<file path="src/rtl/smvm_stream_parser_pkg.sv">
// Shared definitions for the SMVM stream parser, compute core and result packer.
package smvm_pkg;

    localparam logic [15:0] MAGIC = 16'h5A5A;
    localparam int          IDX_W = 16;

    typedef enum logic [2:0] {
        ERR_NONE     = 3'd0,
        ERR_MAGIC    = 3'd1,
        ERR_TKEEP    = 3'd2,
        ERR_TRUNC    = 3'd3,
        ERR_OVERLONG = 3'd4,
        ERR_RANGE    = 3'd5
    } err_e;

    typedef enum logic [2:0] {
        ST_HDR0,
        ST_HDR1,
        ST_IDX,
        ST_VAL,
        ST_EMIT,
        ST_DRAIN
    } state_e;

    typedef struct packed {
        logic [IDX_W-1:0] row;
        logic [IDX_W-1:0] col;
        logic [31:0]      val;
        logic             last;
    } elem_t;

endpackage

</file>
<file path="src/rtl/smvm_stream_parser_if.sv">
// AXI-Stream input bus and COO element output bus of the stream parser.
interface smvm_axis_if;
    logic [31:0] s_tdata;
    logic [3:0]  s_tkeep;
    logic        s_tlast;
    logic        s_tvalid;
    logic        s_tready;

    modport master (output s_tdata, s_tkeep, s_tlast, s_tvalid, input s_tready);
    modport slave  (input s_tdata, s_tkeep, s_tlast, s_tvalid, output s_tready);
endinterface

interface smvm_elem_if;
    logic        elem_valid;
    logic        elem_ready;
    logic [15:0] elem_row;
    logic [15:0] elem_col;
    logic [31:0] elem_val;
    logic        elem_last;

    modport master (output elem_valid, elem_row, elem_col, elem_val, elem_last, input elem_ready);
    modport slave  (input elem_valid, elem_row, elem_col, elem_val, elem_last, output elem_ready);
endinterface

</file>
<file path="src/rtl/smvm_stream_parser_sat_cnt16.sv">
// 16-bit event counter that sticks at all-ones instead of wrapping.
module sat_cnt16 (
    input  logic        clk,
    input  logic        rst_n,
    input  logic        i_inc,
    output logic [15:0] o_count
);

    logic [15:0] r_count;

    always_ff @(posedge clk or negedge rst_n) begin
        if (!rst_n) begin
            r_count <= '0;
        end else if (i_inc && r_count != 16'hFFFF) begin
            r_count <= r_count + 16'd1;
        end
    end

    assign o_count = r_count;

endmodule

</file>
<file path="src/rtl/smvm_stream_parser.sv">
// Parses header-checked COO frames from the PS receive FIFO into one registered
// element per handshake; malformed frames are aborted and drained to the next tlast.
module smvm_stream_parser
    import smvm_pkg::*;
(
    input  logic        clk,
    input  logic        rst_n,
    smvm_axis_if.slave  axis,
    smvm_elem_if.master elem,
    output logic        hdr_valid,
    output logic [15:0] hdr_rows,
    output logic [15:0] hdr_cols,
    output logic [15:0] hdr_nnz,
    output logic        frame_abort,
    output logic [2:0]  err_code,
    output logic [15:0] frame_cnt,
    output logic [15:0] err_cnt
);

    state_e      r_state, w_next_state;
    logic [15:0] r_nnz, r_row, r_col, r_cnt;
    logic [15:0] r_hdr_rows, r_hdr_cols, r_hdr_nnz;
    elem_t       r_elem;
    logic        r_elem_valid, r_drain_pend, r_hdr_valid, r_abort;
    err_e        r_err_code, w_err_val;

    logic w_tready, w_beat, w_keep_bad, w_final, w_fail;
    logic w_err_set, w_abort, w_nnz_load, w_hdr_load, w_hdr_accept, w_idx_load;
    logic w_elem_load, w_elem_last, w_drain_set, w_emit_done, w_frame_done;

    // Ready depends only on state (and reset), never on the core's elem_ready.
    assign w_tready   = rst_n && (r_state != ST_EMIT);
    assign w_beat     = axis.s_tvalid && w_tready;
    assign w_keep_bad = (axis.s_tkeep != 4'hF);
    assign w_final    = (({1'b0, r_cnt} + 17'd1) == {1'b0, r_nnz});

    always_ff @(posedge clk or negedge rst_n) begin
        if (!rst_n) begin
            r_state <= ST_HDR0;
        end else begin
            r_state <= w_next_state;
        end
    end

    always_comb begin
        w_next_state = r_state;
        w_err_set    = 1'b0;
        w_err_val    = ERR_NONE;
        w_fail       = 1'b0;
        w_abort      = 1'b0;
        w_nnz_load   = 1'b0;
        w_hdr_load   = 1'b0;
        w_hdr_accept = 1'b0;
        w_idx_load   = 1'b0;
        w_elem_load  = 1'b0;
        w_elem_last  = 1'b0;
        w_drain_set  = 1'b0;
        w_emit_done  = 1'b0;
        w_frame_done = 1'b0;

        unique case (r_state)
            ST_HDR0: if (w_beat) begin
                if (w_keep_bad) begin
                    w_fail = 1'b1; w_err_val = ERR_TKEEP;
                end else if (axis.s_tdata[31:16] != MAGIC) begin
                    w_fail = 1'b1; w_err_val = ERR_MAGIC;
                end else if (axis.s_tlast) begin
                    w_fail = 1'b1; w_err_val = ERR_TRUNC;
                end else begin
                    w_nnz_load   = 1'b1;
                    w_next_state = ST_HDR1;
                end
            end
            ST_HDR1: if (w_beat) begin
                if (w_keep_bad) begin
                    w_fail = 1'b1; w_err_val = ERR_TKEEP;
                end else begin
                    w_hdr_load = 1'b1;
                    if (axis.s_tdata[31:16] == '0 || axis.s_tdata[15:0] == '0) begin
                        w_fail = 1'b1; w_err_val = ERR_RANGE;
                    end else if (r_nnz == '0) begin
                        if (axis.s_tlast) begin
                            w_hdr_accept = 1'b1;
                            w_frame_done = 1'b1;
                            w_next_state = ST_HDR0;
                        end else begin
                            w_fail = 1'b1; w_err_val = ERR_OVERLONG;
                        end
                    end else if (axis.s_tlast) begin
                        w_fail = 1'b1; w_err_val = ERR_TRUNC;
                    end else begin
                        w_hdr_accept = 1'b1;
                        w_next_state = ST_IDX;
                    end
                end
            end
            ST_IDX: if (w_beat) begin
                if (w_keep_bad) begin
                    w_fail = 1'b1; w_err_val = ERR_TKEEP;
                end else if (axis.s_tlast) begin
                    w_fail = 1'b1; w_err_val = ERR_TRUNC;
                end else if (axis.s_tdata[31:16] >= r_hdr_rows || axis.s_tdata[15:0] >= r_hdr_cols) begin
                    w_fail = 1'b1; w_err_val = ERR_RANGE;
                end else begin
                    w_idx_load   = 1'b1;
                    w_next_state = ST_VAL;
                end
            end
            // An overlong final value is still delivered, then the tail is drained.
            ST_VAL: if (w_beat) begin
                if (w_keep_bad) begin
                    w_fail = 1'b1; w_err_val = ERR_TKEEP;
                end else if (w_final) begin
                    w_elem_load  = 1'b1;
                    w_elem_last  = axis.s_tlast;
                    w_next_state = ST_EMIT;
                    if (!axis.s_tlast) begin
                        w_err_set   = 1'b1;
                        w_err_val   = ERR_OVERLONG;
                        w_drain_set = 1'b1;
                    end
                end else if (axis.s_tlast) begin
                    w_fail = 1'b1; w_err_val = ERR_TRUNC;
                end else begin
                    w_elem_load  = 1'b1;
                    w_next_state = ST_EMIT;
                end
            end
            ST_EMIT: if (elem.elem_ready) begin
                w_emit_done = 1'b1;
                if (r_drain_pend) begin
                    w_next_state = ST_DRAIN;
                end else if (r_elem.last) begin
                    w_frame_done = 1'b1;
                    w_next_state = ST_HDR0;
                end else begin
                    w_next_state = ST_IDX;
                end
            end
            ST_DRAIN: if (w_beat && axis.s_tlast) begin
                w_abort      = 1'b1;
                w_next_state = ST_HDR0;
            end
            default: w_next_state = ST_HDR0;
        endcase

        if (w_fail) begin
            w_err_set = 1'b1;
            if (axis.s_tlast) begin
                w_abort      = 1'b1;
                w_next_state = ST_HDR0;
            end else begin
                w_next_state = ST_DRAIN;
            end
        end
    end

    always_ff @(posedge clk or negedge rst_n) begin
        if (!rst_n) begin
            r_nnz        <= '0;
            r_row        <= '0;
            r_col        <= '0;
            r_cnt        <= '0;
            r_hdr_rows   <= '0;
            r_hdr_cols   <= '0;
            r_hdr_nnz    <= '0;
            r_elem       <= '0;
            r_elem_valid <= 1'b0;
            r_drain_pend <= 1'b0;
            r_hdr_valid  <= 1'b0;
            r_abort      <= 1'b0;
            r_err_code   <= ERR_NONE;
        end else begin
            r_hdr_valid <= w_hdr_accept;
            r_abort     <= w_abort;
            if (w_err_set) r_err_code <= w_err_val;
            if (w_nnz_load) r_nnz <= axis.s_tdata[15:0];
            if (w_hdr_load) begin
                r_hdr_rows <= axis.s_tdata[31:16];
                r_hdr_cols <= axis.s_tdata[15:0];
                r_hdr_nnz  <= r_nnz;
                r_cnt      <= '0;
            end
            if (w_idx_load) begin
                r_row <= axis.s_tdata[31:16];
                r_col <= axis.s_tdata[15:0];
            end
            if (w_elem_load) begin
                r_elem       <= '{row: r_row, col: r_col, val: axis.s_tdata, last: w_elem_last};
                r_elem_valid <= 1'b1;
                r_cnt        <= r_cnt + 16'd1;
                r_drain_pend <= w_drain_set;
            end else if (w_emit_done) begin
                r_elem_valid <= 1'b0;
            end
        end
    end

    sat_cnt16 u_frame_cnt (.clk(clk), .rst_n(rst_n), .i_inc(w_frame_done), .o_count(frame_cnt));
    sat_cnt16 u_err_cnt   (.clk(clk), .rst_n(rst_n), .i_inc(w_abort),      .o_count(err_cnt));

    assign axis.s_tready   = w_tready;
    assign elem.elem_valid = r_elem_valid;
    assign elem.elem_row   = r_elem.row;
    assign elem.elem_col   = r_elem.col;
    assign elem.elem_val   = r_elem.val;
    assign elem.elem_last  = r_elem.last;
    assign hdr_valid       = r_hdr_valid;
    assign hdr_rows        = r_hdr_rows;
    assign hdr_cols        = r_hdr_cols;
    assign hdr_nnz         = r_hdr_nnz;
    assign frame_abort     = r_abort;
    assign err_code        = r_err_code;

endmodule

</file>
<file path="src/flat_wrapper.sv">
// flat-port wrapper written by rule: the top's interface ports become plain ports
module smvm_stream_parser_flat import smvm_pkg::*;
  (clk, rst_n, hdr_valid, hdr_rows, hdr_cols, hdr_nnz, frame_abort, err_code, frame_cnt, err_cnt, axis_s_tdata, axis_s_tkeep, axis_s_tlast, axis_s_tvalid, axis_s_tready, elem_elem_valid, elem_elem_row, elem_elem_col, elem_elem_val, elem_elem_last, elem_elem_ready);
  smvm_axis_if axis_i ();
  smvm_elem_if elem_i ();
  input  logic clk;
  input  logic rst_n;
  output logic hdr_valid;
  output logic [15:0] hdr_rows;
  output logic [15:0] hdr_cols;
  output logic [15:0] hdr_nnz;
  output logic frame_abort;
  output logic [2:0] err_code;
  output logic [15:0] frame_cnt;
  output logic [15:0] err_cnt;
  input wire logic [$bits(axis_i.s_tdata)-1:0] axis_s_tdata;
  input wire logic [$bits(axis_i.s_tkeep)-1:0] axis_s_tkeep;
  input wire logic [$bits(axis_i.s_tlast)-1:0] axis_s_tlast;
  input wire logic [$bits(axis_i.s_tvalid)-1:0] axis_s_tvalid;
  output wire logic [$bits(axis_i.s_tready)-1:0] axis_s_tready;
  output wire logic [$bits(elem_i.elem_valid)-1:0] elem_elem_valid;
  output wire logic [$bits(elem_i.elem_row)-1:0] elem_elem_row;
  output wire logic [$bits(elem_i.elem_col)-1:0] elem_elem_col;
  output wire logic [$bits(elem_i.elem_val)-1:0] elem_elem_val;
  output wire logic [$bits(elem_i.elem_last)-1:0] elem_elem_last;
  input wire logic [$bits(elem_i.elem_ready)-1:0] elem_elem_ready;
  assign axis_i.s_tdata = axis_s_tdata;
  assign axis_i.s_tkeep = axis_s_tkeep;
  assign axis_i.s_tlast = axis_s_tlast;
  assign axis_i.s_tvalid = axis_s_tvalid;
  assign axis_s_tready = axis_i.s_tready;
  assign elem_elem_valid = elem_i.elem_valid;
  assign elem_elem_row = elem_i.elem_row;
  assign elem_elem_col = elem_i.elem_col;
  assign elem_elem_val = elem_i.elem_val;
  assign elem_elem_last = elem_i.elem_last;
  assign elem_i.elem_ready = elem_elem_ready;
  smvm_stream_parser u_core (.clk(clk), .rst_n(rst_n), .axis(axis_i), .elem(elem_i), .hdr_valid(hdr_valid), .hdr_rows(hdr_rows), .hdr_cols(hdr_cols), .hdr_nnz(hdr_nnz), .frame_abort(frame_abort), .err_code(err_code), .frame_cnt(frame_cnt), .err_cnt(err_cnt));
endmodule
</file>
<file path="config.mk">
export PLATFORM = sky130hd
export DESIGN_NAME = smvm_stream_parser_flat
export DESIGN_NICKNAME = d
export VERILOG_FILES = /design/src/rtl/smvm_stream_parser_pkg.sv /design/src/rtl/smvm_stream_parser_if.sv /design/src/rtl/smvm_stream_parser_sat_cnt16.sv /design/src/rtl/smvm_stream_parser.sv /design/src/flat_wrapper.sv
export SDC_FILE = /design/constraint.sdc
export NUM_CORES = 1
export LEC_CHECK = 0
export ABC_AREA = 1
export BUFFER_PORTS_ARGS = -buffer_cell sky130_fd_sc_hd__buf_4
export CORE_ASPECT_RATIO = 1.75
export CORE_MARGIN = 5
export CORE_UTILIZATION = 56
export DETAILED_ROUTE_END_ITERATION = 8
export GPL_TIMING_DRIVEN = 0
export PLACE_DENSITY = 0.8
export SETUP_SLACK_MARGIN = 0.15
export SYNTH_ARGS = -nofsm -noshare
export SYNTH_HDL_FRONTEND = slang
export SYNTH_SLANG_ARGS = --single-unit
</file>
<file path="constraint.sdc">
create_clock -name clk -period 2.9 [get_ports clk]
set_input_delay 0.58 -clock clk [delete_from_list [all_inputs] [get_ports clk]]
set_output_delay 0.58 -clock clk [all_outputs]
set_load 0.02 [all_outputs]
</file>
==> impl_results.md <==
* Outcome: completed
* Clock Power Share at 0.321
* Critical path startpoint category: flip-flop
* ANT nets after route at 0
* Synth area leader: dfrtp_1
* Clk sinks at between 200 and 250
* Synthesis-to-finish area growth at 26.8%
* DRC viols at 0
* DP HPWL at around 25000 µm
* Row count at 67
* Total Routing Usage GR at 0.291
* Final instance area at 0.0136 mm²
* Flop and latch count out of synthesis at approximately 220
* Fin nets at ~1600
* Detail-routed via count per cell at approximately 5.6
* Synth Instances at ~1300
* Final cell count without fillers at 1811
* FMAX at roughly 0.37 GHz
* Ys flop type: dfrtp_1
* Final Wtd Congestion at ~0.97
* Grt met1 use at 0.330
* GR Layer Usage met2 at 0.520
* Actual slew at the worst max-slew pin at 0.615 ns
* Largest net degree at the start of global routing at 124
* DIE AREA at between 0.02 and 0.025 mm²
* DRT iter0 DRCs at just under 800
* DIE HEIGHT at around 190 µm
* # diodes at 0
* Netlist cell types at 39
* Seq/Total Area, Yosys at 0.510
* Asr flop ratio synth at 1.00
* Filler cell count at roughly 1500
* Crit Path Max Fanout at 10
* Die X at 115 µm
* Count of buffers from port buffering at 192
* Slew HR at 0.590
* Pint at between 5 and 6 mW
* Final Max Slew Viols at 0
* Crit path capture type: flip-flop
* Initial core utilization at 0.565
* Post-placement cell count at around 1800
* Top post-synthesis cells by area: dfrtp_1 51%, nand2_1 15%, o21ai_0 7.6%
* Setup ws final at 0.215 ns
* Routing usage on met3 at 0.0441
* Gr busiest metal: met2
* DRT Wirelength at 32900 µm
* Seq pwr share at 0.422
* Clock Latency Late Sink at 0.50 ns
* Core Footprint at ~0.019 mm²
* Total CTS buffers at 20
* First-pass GRT wire length at roughly 52000 µm
* Worst Hold Class: input port to asynchronous set/reset pin
* Fraction of layout cells with a size suffix above 1 at 0.208
* Final setup vio count at 0
* Via count at ~10000
* Combinational share of power at 0.257
* Max Cap Viol at 0
* Synth Cell Area at between 0.01 and 0.015 mm²
* Worst-case clock buffer depth at 3
* Final Hold Viols at 0
* Post-synth top cells: 441 x nand2_1, 219 x dfrtp_1, 164 x o21ai_0, 136 x inv_1, 75 x nand3_1
* Number of synthesis warnings at 0
* Pwr/cell area at approximately 630 mW/mm²
* Setup TNS at 0 ns
* Switch share at 0.337
* Initial antenna violation count at 0
* Final Critical Period at 2.68 ns
* Vias in the first global route at ~10000
* Gr ovfl total at 0
* Crit path required time at about 3.3 ns
* Post-synth net total at 1395
* Avg WL per Cell at between 15 and 20 µm
* Clock skew at 0.0108 ns
* Top-level I/O count at between 150 and 200
* Net Switching at slightly below 3 mW
* WHS at roughly 0.074 ns
* H-tree depth at 1
* Leak Pwr at about 7.0 nW
* Max VDD drop at 0.000526 V
* DRT Pass-1 Iters at 5
* Synth Area per Inst at 8.17 µm²
* Top-count cell post-synth: nand2_1
* Clk root buf: clkbuf_16
* RSZ-0062 raised after global routing: true
* Arrival time worst endpoint at approximately 3.1 ns
* CTS tree: yes
* Area post-placement at approximately 0.013 mm²
* Worst slack, placed at -0.285 ns
* Clock Pin Slew Worst Setup and Hold Paths at roughly 0.07 ns
* Synth top area share at 0.510
* Setup CP Type: flip-flop to flip-flop
* Final period utilization at 0.926
* Post-synth EDFFs at 0
-- cell families (layout without fill, tap and decap cells) --
kind of cell / count (synthesis) / count (layout) / synth area share
muxes: 1 / 1 / 0.00105
adders and majority gates: 38 / 38 / 0.0442
AOI/OAI and AO/OA: 197 / 197 / 0.0938
xor gates and xnor gates: 30 / 30 / 0.0244
buffers and inverters: 180 / 434 / 0.0666
and+or+nand+nor: 651 / 651 / 0.260
DFF: 219 / 219 / 0.510
-- worst paths after layout --
path	cells past startpoint	end	slack, ns	from
min in group clk	3	u_core.r_row[5]	0.42	axis_s_tdata[21]
worst min register to register	2	u_core.elem.elem_row[2]	0.47	u_core.r_row[2]
worst max-delay path	16	u_core.elem.elem_val[23]	0.22	u_core.r_cnt[0]
worst min-delay path	2	u_core.hdr_nnz[4]	0.07	rst_n
max in group asynchronous	3	u_core.r_state[0]	2.02	rst_n
worst max register to register	16	u_core.elem.elem_val[23]	0.22	u_core.r_cnt[0]
-- worst max-delay path, cell delays in order, from the launching register on --
cell and delay (ns):
dfrtp_2 0.41, ha_4 0.17, nand2_2 0.08, nor2_4 0.19
buf_4 0.14, nand2_1 0.05, nand3_1 0.10, nand2_1 0.08
nor3_2 0.20, nand2_1 0.10, nor2_2 0.17, nand3_4 0.13
nand2_2 0.11, nand2_4 0.09, buf_4 0.19, buf_2 0.19
o21ai_0 0.19
-- placed cells by master (no fill, tap or decap), drive strengths merged, types with 5 or more instances in the layout --
cell and instances:
o21ai 167, nand4 26, buf 233, clkinv 5, dfrtp 219, xnor2 13, inv 139, nor2 64
clkbuf 53, nand2 450, nand3 80, ha 38, nor3 16, a21oi 21, xor2 17, nor4 9
-- routing by layer --
metal  part of all wire  vias up
li1                   -     4719
met1               0.35     4833
met2               0.52      423
met3              0.065      127
met4              0.064        0
met5                  0        -
-- repair_timing --
action                                  4_1_cts  5_1_grt
hold buffers                                  0        0
endpoints found under the hold margin         0        0
endpoints found under the setup margin      103      151
pin swaps                                     1       16
cloned                                        0        3
buffers inserted                              3       18
resized for setup                             8       55
-- power groups by stage --
stage / logic (mW) / registers [mW] / clock network [mW]
2_1_floorplan: 1.14 / 3.81 / 0
3_3_place_gp: 2.02 / 3.68 / 0
3_5_place_dp: 2.09 / 3.68 / 0
4_1_cts: 2.11 / 3.63 / 2.79
5_1_grt: 2.48 / 3.68 / 2.94
6_report: 2.22 / 3.65 / 2.77
-- layout make-up --
cell class	instances	area, µm²	share of cell area
well taps	241	302	0.0221
repair buffers	218	1700	0.125
inverters	140	526	0.0386
clock buffers	28	582	0.0427
multi-input cells	917	4700	0.345
flip-flops and latches	219	5480	0.402
plain buffers	40	236	0.0174
clock inverters	8	103	0.00753
-- sequential cells by signal, summed over array words and instances (netlist names) --
name / flops
u_core.r_drain_pend: 1
u_core.hdr_nnz: 16
u_core.hdr_rows: 16
u_core.r_nnz: 16
u_core.elem.elem_val: 32
u_core.elem.elem_row: 16
u_core.err_code: 3
u_core.elem.elem_col: 16
u_core.r_col: 16
u_core.hdr_cols: 16
u_core.r_row: 16
u_core.r_cnt: 16
u_core.r_state: 3
u_core.u_err_cnt.o_count: 16
u_core.elem.elem_last: 1
u_core.u_frame_cnt.o_count: 16
u_core.frame_abort: 1
u_core.elem.elem_valid: 1
u_core.hdr_valid: 1
-- metrics by stage --
stage / utilization / power, mW
after CTS: 0.698 / 8.53
after floorplan: - / 4.95
after global routing: 0.716 / 9.10
after detailed placement: 0.660 / 5.77
final: 0.716 / 8.65
after global placement: 0.657 / 5.70
No activity file was read; power rests on OpenSTA's default activity.
